==> config.mk <==
export PLATFORM = sky130hd
export DESIGN_NAME = settle_monitor
export DESIGN_NICKNAME = d
export VERILOG_FILES = /design/src/rtl/settle_pkg.sv /design/src/rtl/settle_monitor_band_cmp.sv /design/src/rtl/settle_monitor.sv
export SDC_FILE = /design/constraint.sdc
export NUM_CORES = 1
export LEC_CHECK = 0
export ABC_AREA = 1
export ABC_CLOCK_PERIOD_IN_PS = 3970
export BUFFER_PORTS_ARGS = -buffer_cell sky130_fd_sc_hd__buf_2
export CORE_ASPECT_RATIO = 0.75
export CORE_MARGIN = 4
export CORE_UTILIZATION = 50
export DETAILED_ROUTE_END_ITERATION = 8
export PLACE_DENSITY = 0.72
export REMOVE_ABC_BUFFERS = 1
export SETUP_SLACK_MARGIN = 0.1
export SKIP_CTS_REPAIR_TIMING = 1
export SLEW_MARGIN = 40
export SYNTH_ARGS = -nofsm -noshare
export SYNTH_HDL_FRONTEND = slang
export SYNTH_SLANG_ARGS = --single-unit
==> constraint.sdc <==
create_clock -name clk -period 3.97 [get_ports clk]
set_input_delay 0.1985 -clock clk [delete_from_list [all_inputs] [get_ports clk]]
set_output_delay 0.1985 -clock clk [all_outputs]
set_load 0.05 [all_outputs]
==> src/rtl/settle_pkg.sv <==
// -----------------------------------------------------------------------------
// settle_pkg
//   Shared types and helpers for the settle_monitor block.
//   - state_t   : tracking FSM states.
//   - MAX_POS / MAX_NEG : full-scale extremes of the default 18-bit fixed-point
//                 real format.
//   - abs_wide(): magnitude of a sign-extended error word. The caller
//                 sign-extends to ABS_W bits and slices the result back, so one
//                 helper serves any WIDTH up to ABS_W-1.
// -----------------------------------------------------------------------------
package settle_pkg;

  localparam int DEF_WIDTH = 18;
  localparam int ABS_W     = 64;

  localparam logic signed [DEF_WIDTH-1:0] MAX_POS = {1'b0, {(DEF_WIDTH-1){1'b1}}};
  localparam logic signed [DEF_WIDTH-1:0] MAX_NEG = {1'b1, {(DEF_WIDTH-1){1'b0}}};

  typedef enum logic [1:0] {
    IDLE    = 2'd0,
    TRACK   = 2'd1,
    SETTLED = 2'd2,
    TIMEOUT = 2'd3
  } state_t;

  // Inputs are at most a few tens of bits wide, so the most negative ABS_W
  // value never reaches this function and negation cannot overflow.
  function automatic logic [ABS_W-1:0] abs_wide(input logic signed [ABS_W-1:0] x);
    logic signed [ABS_W-1:0] neg_x;
    neg_x = -x;
    return x[ABS_W-1] ? $unsigned(neg_x) : $unsigned(x);
  endfunction

endpackage

==> src/rtl/settle_monitor_band_cmp.sv <==
// -----------------------------------------------------------------------------
// band_cmp
//   Purely combinational tolerance-band check:
//     in_band = |v_in - target| <= tol
//   The difference is formed in WIDTH+1 bits so that a target and sample at
//   opposite full-scale extremes cannot wrap into a small error.
// Ports
//   v_in    in  WIDTH  signed sample under test
//   target  in  WIDTH  signed expected value
//   tol     in  WIDTH  unsigned band half-width
//   in_band out 1      sample lies inside the closed band
// -----------------------------------------------------------------------------
module band_cmp
  import settle_pkg::*;
#(
  parameter int WIDTH = DEF_WIDTH
) (
  input  logic signed [WIDTH-1:0] v_in,
  input  logic signed [WIDTH-1:0] target,
  input  logic        [WIDTH-1:0] tol,
  output logic                    in_band
);

  logic signed [WIDTH:0]   err;
  logic signed [ABS_W-1:0] err_ext;
  logic        [ABS_W-1:0] mag_full;
  logic        [WIDTH:0]   mag;
  logic                    mag_fits;

  always_comb begin
    // One guard bit on each operand keeps the subtraction exact.
    err      = $signed({v_in[WIDTH-1], v_in}) - $signed({target[WIDTH-1], target});
    err_ext  = ABS_W'(err);
    mag_full = abs_wide(err_ext);
    mag      = mag_full[WIDTH:0];
    // |err| <= 2^WIDTH always, so the upper bits are zero; checking them keeps
    // the compare honest if the slice width is ever changed.
    mag_fits = (mag_full[ABS_W-1:WIDTH+1] == '0);
    in_band  = mag_fits && (mag <= {1'b0, tol});
  end

endmodule

==> src/rtl/settle_monitor.sv <==
// -----------------------------------------------------------------------------
// settle_monitor
//   Watches a fixed-point real model output and decides whether it has settled
//   to within +/-tol of a target for HOLD_CYC consecutive samples. Reports the
//   index of the first sample of the final in-band run, the min/max excursion
//   seen while tracking, and a timeout after MAX_CYC tracking samples.
//
//   start (any state) latches target/tol and enters TRACK; the first sample
//   is taken on the following clock edge (cycle index 1). start always wins
//   over any other transition on the same edge.
//
// Parameters
//   WIDTH     bit width of signed fixed-point v_in/target (and unsigned tol)
//   EXPONENT  shared binary exponent of v_in/target/tol (informational only)
//   HOLD_CYC  consecutive in-band samples needed to declare settled (>=1)
//   MAX_CYC   tracking samples before timeout (>HOLD_CYC)
//   CNT_W     width of the cycle counter / settle_cycles
//
// Ports
//   clk            in   model clock
//   rst_n          in   async active-low reset
//   start          in   1-cycle pulse: latch target/tol, begin tracking
//   target         in   signed expected final value
//   tol            in   unsigned band half-width
//   v_in           in   signed model output under test
//   busy           out  high while tracking
//   done           out  1-cycle pulse on entry to SETTLED or TIMEOUT
//   settled        out  level, high in SETTLED
//   timeout        out  level, high in TIMEOUT
//   settle_cycles  out  index of first sample of the final in-band run
//   v_min, v_max   out  signed extremes of v_in seen while tracking
// -----------------------------------------------------------------------------
module settle_monitor
  import settle_pkg::*;
#(
  parameter int WIDTH    = DEF_WIDTH,
  parameter int EXPONENT = -12,
  parameter int HOLD_CYC = 4,
  parameter int MAX_CYC  = 1024,
  parameter int CNT_W    = $clog2(MAX_CYC + 1)
) (
  input  logic                    clk,
  input  logic                    rst_n,
  input  logic                    start,
  input  logic signed [WIDTH-1:0] target,
  input  logic        [WIDTH-1:0] tol,
  input  logic signed [WIDTH-1:0] v_in,
  output logic                    busy,
  output logic                    done,
  output logic                    settled,
  output logic                    timeout,
  output logic        [CNT_W-1:0] settle_cycles,
  output logic signed [WIDTH-1:0] v_min,
  output logic signed [WIDTH-1:0] v_max
);

  // Width of the consecutive in-band counter; it saturates at HOLD_CYC.
  localparam int STB_W = $clog2(HOLD_CYC + 1);

  localparam logic signed [WIDTH-1:0] POS_FS = {1'b0, {(WIDTH-1){1'b1}}};
  localparam logic signed [WIDTH-1:0] NEG_FS = {1'b1, {(WIDTH-1){1'b0}}};

  localparam logic [STB_W-1:0] HOLD_LIM = STB_W'(HOLD_CYC);
  localparam logic [CNT_W-1:0] MAX_LIM  = CNT_W'(MAX_CYC);

  // Elaboration-time guard against parameter sets the FSM cannot honour.
  if (HOLD_CYC < 1 || MAX_CYC <= HOLD_CYC || CNT_W < $clog2(MAX_CYC + 1) ||
      EXPONENT < -1024 || EXPONENT > 1024) begin : g_param_check
    $error("settle_monitor: illegal parameter combination");
  end

  // ---------------------------------------------------------------------------
  // State
  // ---------------------------------------------------------------------------
  state_t                    state_q, state_d;
  logic        [CNT_W-1:0]   cyc_q, cyc_d;
  logic        [STB_W-1:0]   stable_q, stable_d;
  logic        [CNT_W-1:0]   settle_cycles_q, settle_cycles_d;
  logic signed [WIDTH-1:0]   v_min_q, v_min_d;
  logic signed [WIDTH-1:0]   v_max_q, v_max_d;
  logic signed [WIDTH-1:0]   target_q, target_d;
  logic        [WIDTH-1:0]   tol_q, tol_d;
  logic                      done_q, done_d;

  logic                      in_band;

  // ---------------------------------------------------------------------------
  // Band check against the latched target/tol
  // ---------------------------------------------------------------------------
  band_cmp #(
    .WIDTH (WIDTH)
  ) u_band_cmp (
    .v_in    (v_in),
    .target  (target_q),
    .tol     (tol_q),
    .in_band (in_band)
  );

  // ---------------------------------------------------------------------------
  // Next-state logic
  // ---------------------------------------------------------------------------
  always_comb begin
    // NOTE: every variable gets a default here so no path leaves one unassigned,
    // which would otherwise infer a latch.
    state_d         = state_q;
    cyc_d           = cyc_q;
    stable_d        = stable_q;
    settle_cycles_d = settle_cycles_q;
    v_min_d         = v_min_q;
    v_max_d         = v_max_q;
    target_d        = target_q;
    tol_d           = tol_q;
    done_d          = 1'b0;

    if (start) begin
      // Restart from any state. min/max are seeded at the opposite extremes so
      // the first tracked sample overwrites both. settle_cycles is left alone;
      // it only moves when a new in-band run begins.
      state_d  = TRACK;
      cyc_d    = '0;
      stable_d = '0;
      v_min_d  = POS_FS;
      v_max_d  = NEG_FS;
      target_d = target;
      tol_d    = tol;
    end else if (state_q == TRACK) begin
      cyc_d = cyc_q + CNT_W'(1);

      if (in_band) begin
        if (stable_q != HOLD_LIM) begin
          stable_d = stable_q + STB_W'(1);
        end
        // A run starts on the 0 -> 1 transition of the stable count.
        if (stable_q == '0) begin
          settle_cycles_d = cyc_d;
        end
      end else begin
        stable_d = '0;
      end

      if (v_in < v_min_q) begin
        v_min_d = v_in;
      end
      if (v_in > v_max_q) begin
        v_max_d = v_in;
      end

      // Settling is tested first so a run completing on the last allowed
      // sample is reported as SETTLED rather than TIMEOUT.
      if (stable_d == HOLD_LIM) begin
        state_d = SETTLED;
        done_d  = 1'b1;
      end else if (cyc_d == MAX_LIM) begin
        state_d = TIMEOUT;
        done_d  = 1'b1;
      end
    end
  end

  // ---------------------------------------------------------------------------
  // Registers
  // ---------------------------------------------------------------------------
  always_ff @(posedge clk or negedge rst_n) begin
    if (!rst_n) begin
      state_q         <= IDLE;
      cyc_q           <= '0;
      stable_q        <= '0;
      settle_cycles_q <= '0;
      v_min_q         <= '0;
      v_max_q         <= '0;
      target_q        <= '0;
      tol_q           <= '0;
      done_q          <= 1'b0;
    end else begin
      // NOTE: non-blocking assignments so every register samples the values
      // computed from the previous cycle, independent of statement order.
      state_q         <= state_d;
      cyc_q           <= cyc_d;
      stable_q        <= stable_d;
      settle_cycles_q <= settle_cycles_d;
      v_min_q         <= v_min_d;
      v_max_q         <= v_max_d;
      target_q        <= target_d;
      tol_q           <= tol_d;
      done_q          <= done_d;
    end
  end

  // ---------------------------------------------------------------------------
  // Outputs: straight decode of registered state, no extra pipeline stage
  // ---------------------------------------------------------------------------
  always_comb begin
    busy          = (state_q == TRACK);
    settled       = (state_q == SETTLED);
    timeout       = (state_q == TIMEOUT);
    done          = done_q;
    settle_cycles = settle_cycles_q;
    v_min         = v_min_q;
    v_max         = v_max_q;
  end

endmodule

== Yosys cells after proc, flatten, opt, wreduce, memory -nomap -nowiden ==
Cells that the tools add are included.

* Register bits after elaboration: 100
* Bits in latches: 0
* RAM bits: 0
* Bits in read-only memories: 0
* Input bits: 57
* Word-level logic and storage cells: 57
* Memories kept: 0

* $add $sub $neg: 4
* $mul: 0
* Divide/modulo/power cells: 0
* $lt $le $gt $ge: 3
* Eq/ne operators: 6
* Shifts and indexed selects: 0
* Multiplexer cells: 23
* Bitwise logic cells: 1
* Reduce and logical (&&, ||, !) cells: 11

{| class="wikitable"
|+ Operator list
! cell !! number
|-
| 18-bit 2-to-1 mux || 6
|-
| 64-bit 2-to-1 mux || 1
|-
| 19-bit negator with 64-bit output || 1
|-
| 45-bit zero test || 1
|-
| 11-bit 2-to-1 mux || 2
|-
| 19-bit by 18-bit <= comparator with 1-bit output || 1
|-
| 18-bit by 18-bit subtractor with 19-bit output || 1
|-
| 18-bit > comparator || 1
|-
| 18-bit less-than comparator || 1
|-
| 3-bit 2-to-1 mux || 6
|-
| 11-bit by 1-bit adder with 11-bit output (second input constant) || 1
|-
| 11-bit equality test (second input constant) || 1
|-
| 2-bit 2-to-1 mux || 4
|-
| 2-bit AND reduction || 3
|-
| 2-bit nonzero test || 3
|-
| 2-bit equality test (second input constant) || 2
|-
| 1-bit 2-to-1 mux || 4
|-
| 4-bit AND reduction || 1
|-
| 3-bit by 1-bit adder with 3-bit output (second input constant) || 1
|-
| 3-bit equality test (second input constant) || 1
|-
| 3-bit zero test || 1
|-
| 3-bit != test (second input constant) || 1
|-
| 3-bit nonzero test || 1
|-
| 2-bit by 1-bit equality test with 1-bit output (second input constant) || 1
|-
| other kinds (2) || 2
|}

== Logic depth before layout (Yosys ltp) ==
Gate-level depths: netlist of run 1.

* Depth after elaboration: 12
* Depth in mapped cells: 30
* Mapped depth without buffers: 30

== Modules after synthesis ==
A second synthesis of run 1 with hierarchy kept.

* Cell total of the unflattened synthesis: 1157
* Area total of the unflattened synthesis: 7998.9 um2

{| class="wikitable"
|+ By module, submodules not included
! module !! instances !! cells an instance !! area each (um2)
|-
| settle_monitor || 1 || 713 || 5564.1
|-
| band_cmp || 1 || 444 || 2434.8
|}

== Worst setup path after synthesis of run 1 ==
Ideal clock, no wire load.

* Path type: register to register
* Start: register target_q[0]
* End: register settle_cycles_q[10], in the netlist settle_cycles[10]
* Library setup time: 0.126 ns
* Arrival time: 3.413 ns
* Required time: 3.844 ns
* Setup slack: 0.431 ns
* Stages on the path, launching flop included: 29
* Clock period less this slack: 3.539 ns
* Cell sequence: dfrtp_1 ha_1 inv_1 fa_1 inv_1 ha_1 inv_1 nor2_1 nand3_1 nor2_1 nand2_1 nor2_4 nand2_2 nor2_4 nor2_1 xnor2_1 inv_1 ha_1 nand2_1 nor2_1 a211oi_1 nand2_1 nand2_1 nand2_1 nand2_1 nand3_4 buf_12 nand2_2 o21ai_2

* Word-level cells in the longest chain between the ends: 6
* Elaborated cells between the ends (all ways): 7
* Classes of those cells: add/sub (2); order compare (1); mux (1); reduce/logical (3)

{| class="wikitable"
|+ Ends and longest elaborated chain
! what !! RTL line !! text
|-
| start: declaration || settle_monitor.sv:81 || <nowiki>logic signed [WIDTH-1:0] target_q, target_d;</nowiki>
|-
| start signal: assignment || settle_monitor.sv:183 || <nowiki>target_q <= target_d;</nowiki>
|-
| 18-bit by 18-bit subtractor with 19-bit output (*) || settle_monitor_band_cmp.sv:32 || <nowiki>err = $signed({v_in[WIDTH-1], v_in}) - $signed({target[WIDTH-1], target});</nowiki>
|-
| 19-bit negator with 64-bit output || settle_pkg.sv:30 || <nowiki>neg_x = -x;</nowiki>
|-
| 64-bit 2-to-1 mux (*) || settle_pkg.sv:31 || <nowiki>return x[ABS_W-1] ? $unsigned(neg_x) : $unsigned(x);</nowiki>
|-
| 19-bit by 18-bit <= comparator with 1-bit output or 45-bit zero test (tied branches) || settle_monitor_band_cmp.sv:39, settle_monitor_band_cmp.sv:38 ||
|-
| 1-bit logical AND (*) || settle_monitor_band_cmp.sv:39 || <nowiki>in_band = mag_fits && (mag <= {1'b0, tol});</nowiki>
|-
| 4-bit AND reduction (no line) (*) || -- ||
|-
| end signal: assignment || settle_monitor.sv:180 || <nowiki>settle_cycles_q <= settle_cycles_d;</nowiki>
|-
| end: declaration || settle_monitor.sv:78 || <nowiki>logic [CNT_W-1:0] settle_cycles_q, settle_cycles_d;</nowiki>
|}

Every way passes the cells marked *; elsewhere a longest branch is shown, timed or not.
A chain may end at the register's enable or synchronous reset.

== Final worst setup path of run 1 ==
Ends and elaborated chain as after synthesis.

==> run metrics, run 1 <==
Post-synth ARST share 1.000; CP Launch Type flop; synthesis-to-finish area growth 19.34%; clk slew on worst S/H paths 0.08 ns; Post-Route WL ~18 mm; Post-Syn Area slightly above 0.007 mm2; final setup vio count 0; fin crit share 0.9472; CTS tree yes; TritonCTS buffer count 9; number of global-route vias before repair ~6300; 1st-iter DRT viols 366; maxcap violations 0; final hold vios 0; Worst Path Arrival 4.00 ns; Initial Util 0.5171; Seq/Total Area, Yosys 0.3484; Final ANT Viol Nets 0; first-pass GRT wire length 29.97 mm; Slew Viols, Final 0; skew final 0.01106 ns; root buffer cell clkbuf_16; most frequent cells in the layout nand2_1 (270), inv_1 (178), buf_2 (106), dfrtp_1 (100), nor2_1 (70); Core Area between 0.01 and 0.015 mm2; Crit path required time about 4.2 ns; Sink Count 100; clk buf depth 2; H-tree Lvls 3; post-synthesis instance total 996; WS Path Type reg -> reg; pin count of the biggest net entering global routing 60; RePlAce Congestion around 0.9; TritonRoute pass-1 iters 7; GRT overflow 0; vias ~6600; fraction of layout cells with a size suffix above 1 0.1906; Period minus WS final 3.760 ns; DIE AREA ~0.016 mm2; Peak Freq around 0.27 GHz; HPWL after DPL 13.53 mm; Ys Warns 0; die width approximately 150 um; setup TNS 0 ns; GRT Total Usage 0.2202; status completed; die height 111.8 um; Post-synth EDFFs 0; Peak VDD IR 325.9 uV; pwr dens 570.9 mW/mm2; Pwr Total 0.004893 W; # port buffers around 110; I/O pins 108; Mean Syn Cell Area 7.211 um2; post-route cell area 0.008571 mm2; DRC 0; initial antenna violation count 0; drt wl/cell 13.96 um; leakage 4.782 nW; flops & latches, synth 100; Worst Max-Slew Pin Slew between 0.7 and 0.8 ns; RSZ-0062 raised after global routing yes; FP Rows 37; post-DR vias/cell about 5; maximum fanout along the worst path 5; Setup crit end kind flop; Top FF cell, synth dfrtp_1; hold slack 0.04278 ns; max_slew headroom 0.5270; commonest non-fill, non-tap cell in the layout nand2_1; Hold Path Class in -> reg; # nets final 1256; count of distinct cell types in the synthesized netlist 36; clock latency on the worst-skew pair 0.36 ns; DP Area 0.007981 mm2
==> registers in the layout, summed over array words and instances, names as in the netlist <==
| register | cells |
|---|---|
| stable_q | 3 |
| tol_q | 18 |
| settle_cycles | 11 |
| target_q | 18 |
| v_max | 18 |
| v_min | 18 |
| cyc_q | 11 |
| state_q | 2 |
| done | 1 |
==> layer usage <==
metal | up-vias | part of all wire | global-route usage
met2 | 202 | 0.43 | 0.3338
met3 | 24 | 0.059 | 0.03743
li1 | 3388 | - | -
met1 | 2997 | 0.50 | 0.3251
met4 | 0 | 0.014 | 0.06078
met5 | - | 0 | 0
==> where the power goes <==
part / switching [W] / internal, W
clock: 0.000444 / 0.000506
combinational: 0.00175 / 0.000851
sequential: 0.000133 / 0.00121
==> worst max-delay path: stages (launching register included) <==
cell and delay [ns]:
dfrtp_1 0.39, ha_2 0.18, inv_2 0.07, fa_2 0.43, inv_2 0.09, ha_4 0.12, inv_2 0.03, nor2_1 0.09
nand3_1 0.10, nor2_2 0.11, nand2_2 0.08, nor2_4 0.14, nand2_2 0.09, nor2_4 0.12, nor2_2 0.05, xnor2_1 0.19
inv_1 0.10, ha_4 0.30, nand2_4 0.05, nor2_1 0.16, nand4_1 0.17, nand2_2 0.14, nand3_4 0.13, clkbuf_16 0.20
nand2_2 0.06, o21ai_2 0.05
==> metrics by stage <==
stage	util	worst slack, ns	instances
5_1_grt	0.6169	-0.05278	1303
3_3_place_gp	0.5747	0.1930	1276
3_5_place_dp	0.5747	0.005377	1276
2_1_floorplan	-	0.3200	976
4_1_cts	0.5977	0.01361	1292
6_report	0.6171	0.2096	1304
==> path summary, 6_finish.rpt <==
check                                 start                 to  slack, ns  cells after the start
hold reg to reg            settle_cycles[5]   settle_cycles[5]       0.49                      2
min in group asynchronous             rst_n           v_min[2]       0.38                      2
hold / removal                    target[2]        target_q[2]       0.04                      3
setup / recovery                target_q[0]  settle_cycles[10]       0.21                     25
max in group asynchronous             rst_n       target_q[17]       2.69                      3
setup reg to reg                target_q[0]  settle_cycles[10]       0.21                     25
==> Yosys cell counts (2+ instances only) <==
library cell,number,area (um2)
a21o_1,3,22.52
a21oi_1,46,230.2
and2_1,3,18.77
buf_2,5,25.02
clkbuf_1,13,48.80
dfrtp_1,100,2502
ha_1,75,938.4
inv_1,182,683.2
nand2_1,277,1040
nand2_2,15,93.84
nand3_1,56,280.3
nand3b_1,2,15.01
nand4_1,14,87.58
nor2_1,75,281.5
nor2_2,3,18.77
nor2_4,2,22.52
nor3_1,8,40.04
o21ai_0,54,270.3
o21ai_2,11,96.34
o22ai_1,11,68.82
xnor2_1,8,70.07
xor2_1,19,166.4
==> layout make-up <==
cell class | instances | area [um2]
multi-input combinational | 693 | 4028
clock inverter | 7 | 93.84
sequential | 100 | 2502
clock buffer | 9 | 225.2
antenna | 1 | 2.502
tap | 175 | 219.0
timing repair buffer | 136 | 813.3
inverter | 183 | 686.9
fill | 1304 | 5318
==> cell families (layout without fill, tap and decap cells) <==
group           after synthesis  in the layout  synth area share
simple gates                458            458            0.2692
xor+xnor                     29             29           0.03746
fa+ha+maj                    76             76            0.1334
compound gates              130            130            0.1012
other cells                   0              1                 0
flops                       100            100            0.3484
buf+inv                     203            335            0.1103
(Power assumes the default switching activity.)
==> run 2, diff against run 1 <==
--- a/config.mk
+++ b/config.mk
@@ -9,7 +9,7 @@
 export ABC_CLOCK_PERIOD_IN_PS = 3970
 export BUFFER_PORTS_ARGS = -buffer_cell sky130_fd_sc_hd__buf_2
 export CORE_ASPECT_RATIO = 0.75
-export CORE_MARGIN = 4
+export CORE_MARGIN = 2
 export CORE_UTILIZATION = 50
 export DETAILED_ROUTE_END_ITERATION = 8
 export PLACE_DENSITY = 0.72
==> run 2 against run 1 <==
Non-clock buffer count decreased by 5. Clock skew increased by 0.0013 ns. Design area decreased by 0.19%. Count of clock-buffer cells in the layout unchanged. Die area decreased by 6.2%. Sequential share of layout area increased by 0.056 points. Power decreased by 1.4%. Core utilization decreased by 0.12 points. Critical path depth increased by 2. First-iteration DRC count increased by 22%. Largest power group unchanged. Final cell count decreased by 0.46%. Worst setup slack got worse by 0.015 ns.
==> run metrics, run 2 (synthesized netlist as in run 1, its figures left out) <==
status completed; synthesis-to-finish area growth 19.11%; fraction of layout cells with a size suffix above 1 0.1915; final setup vio count 0; RePlAce Congestion ~0.9; # nets final 1251; root buffer cell clkbuf_16; Core Area roughly 0.014 mm2; I/O pins around 110; drt wl/cell 13.61 um; Final ANT Viol Nets 0; CTS tree yes; clk buf depth 2; Peak VDD IR ~360 uV; maxcap violations 0; clk slew on worst S/H paths about 0.08 ns; Initial Util 0.5171; Antenna Cells 0; post-DR vias/cell 5.032; DRC 0; die width between 100 and 150 um; # placed instances 1273; Final WS setup 0.1943 ns; HPWL after DPL roughly 13 mm; die height ~110 um; non-filler instance count after layout 1298; initial antenna violation count 0; commonest non-fill, non-tap cell in the layout nand2_1; max_slew headroom 0.4856; Period minus WS final between 3 and 4 ns; clock latency on the worst-skew pair 0.36 ns; Worst Max-Slew Pin Slew approximately 0.77 ns; Crit path required time roughly 4.2 ns; CP Launch Type flop; leakage approximately 4.7 nW; fin crit share 0.9511; TritonCTS buffer count 9; GRT Total Usage 0.2388; RSZ-0062 raised after global routing yes; 1st-iter DRT viols between 400 and 500; pre-CTS WS 0.05658 ns; GRT overflow 0; Slew Viols, Final 0; DIE AREA 0.01535 mm2; FP Rows 37; Peak Freq approximately 0.26 GHz; maximum fanout along the worst path 5; Final Util 0.6159; vias 6531; pwr dens 564.1 mW/mm2; first-pass GRT wire length 29.65 mm; most frequent cells in the layout nand2_1 (268), inv_1 (178), buf_2 (106), dfrtp_1 (100), nor2_1 (69); Post-Route WL 17.66 mm; Sink Count 100; Setup crit end kind flop; number of global-route vias before repair 6227; WS Path Type reg -> reg; skew final 0.01240 ns; TritonRoute pass-1 iters 5; Hold Path Class in -> reg; H-tree Lvls 3; # port buffers approximately 110; final hold vios 0; pin count of the biggest net entering global routing 73; Worst Path Arrival 4.02 ns; Layout fillers between 1000 and 1500
run 2: changes by cell type in the layout (fill, tap and decap cells not counted), moves of 2 or more:
cell / before / now
nand2_1: 270 / 268
nand3_2: 0 / 2
nand3_1: 56 / 53
clkinv_4: 2 / 0
inv_6: 0 / 3
nand2_2: 19 / 22
buf_4: 24 / 19
run 2: critical path: stages, from the launching register on:
cell       delay, ns
dfrtp_1         0.37
ha_2            0.18
inv_2           0.04
fa_2            0.39
nand2_2         0.11
nand2_1         0.06
nand3_1         0.07
nand2_1         0.11
xnor2_2         0.21
buf_4           0.15
nand2_2         0.06
nor2_4          0.12
nand3_2         0.08
nand2_2         0.08
xor2_1          0.18
inv_1           0.10
ha_4            0.22
a21oi_1         0.14
nor2_1          0.05
a211oi_1        0.20
nand2_1         0.08
nand2_1         0.07
nand2_1         0.06
nand2_2         0.11
nand3_4         0.14
clkbuf_16       0.20
nand2_2         0.06
o21ai_2         0.04
run 2: cell type report:
| class | instances | area [um2] | area share |
|---|---|---|---|
| clock buffer | 9 | 225.2 | 0.02633 |
| clock inverter | 7 | 77.57 | 0.009068 |
| inverter | 183 | 686.9 | 0.08030 |
| multi-input combinational | 693 | 4068 | 0.4755 |
| sequential | 100 | 2502 | 0.2925 |
| tap | 175 | 219.0 | 0.02560 |
| timing repair buffer | 131 | 775.7 | 0.09068 |
run 2: metal layers:
metal	vias to the layer above	share of wire	track usage
met5	-	0	0
met4	0	0.0065	0.03678
met3	13	0.047	0.03381
met2	153	0.43	0.3796
met1	2988	0.51	0.3534
li1	3377	-	-
run 2: final timing paths:
path	startpoint	endpoint	slack, ns	cells past startpoint
worst min register to register	settle_cycles[10]	settle_cycles[10]	0.50	2
min in group asynchronous	rst_n	v_min[3]	0.42	2
worst max-delay path	target_q[0]	settle_cycles[7]	0.19	27
worst max register to register	target_q[0]	settle_cycles[7]	0.19	27
max in group asynchronous	rst_n	tol_q[11]	2.71	3
worst min-delay path	target[16]	target_q[16]	0.05	3
run 2: metrics by stage:
stage	cell area, um2	power, W	hold WS [ns]	TNS (ns)
after detailed placement	7963	0.003744	0.2619	0
final	8554	0.004826	0.04734	0
after floorplan	7077	0.003078	-0.09709	0
after global placement	7959	0.003687	0.4033	0
after CTS	8265	0.004660	-0.1202	0
after global routing	8554	0.005198	0.06119	-0.4730
run 2: power by group:
group          leakage [nW]  internal (W)  total (W)  switching [W]
combinational          3.36      0.000840    0.00259        0.00175
sequential             1.24       0.00121    0.00133       0.000123
clock                 0.144      0.000448   0.000901       0.000453
total                  4.75       0.00250    0.00483        0.00233
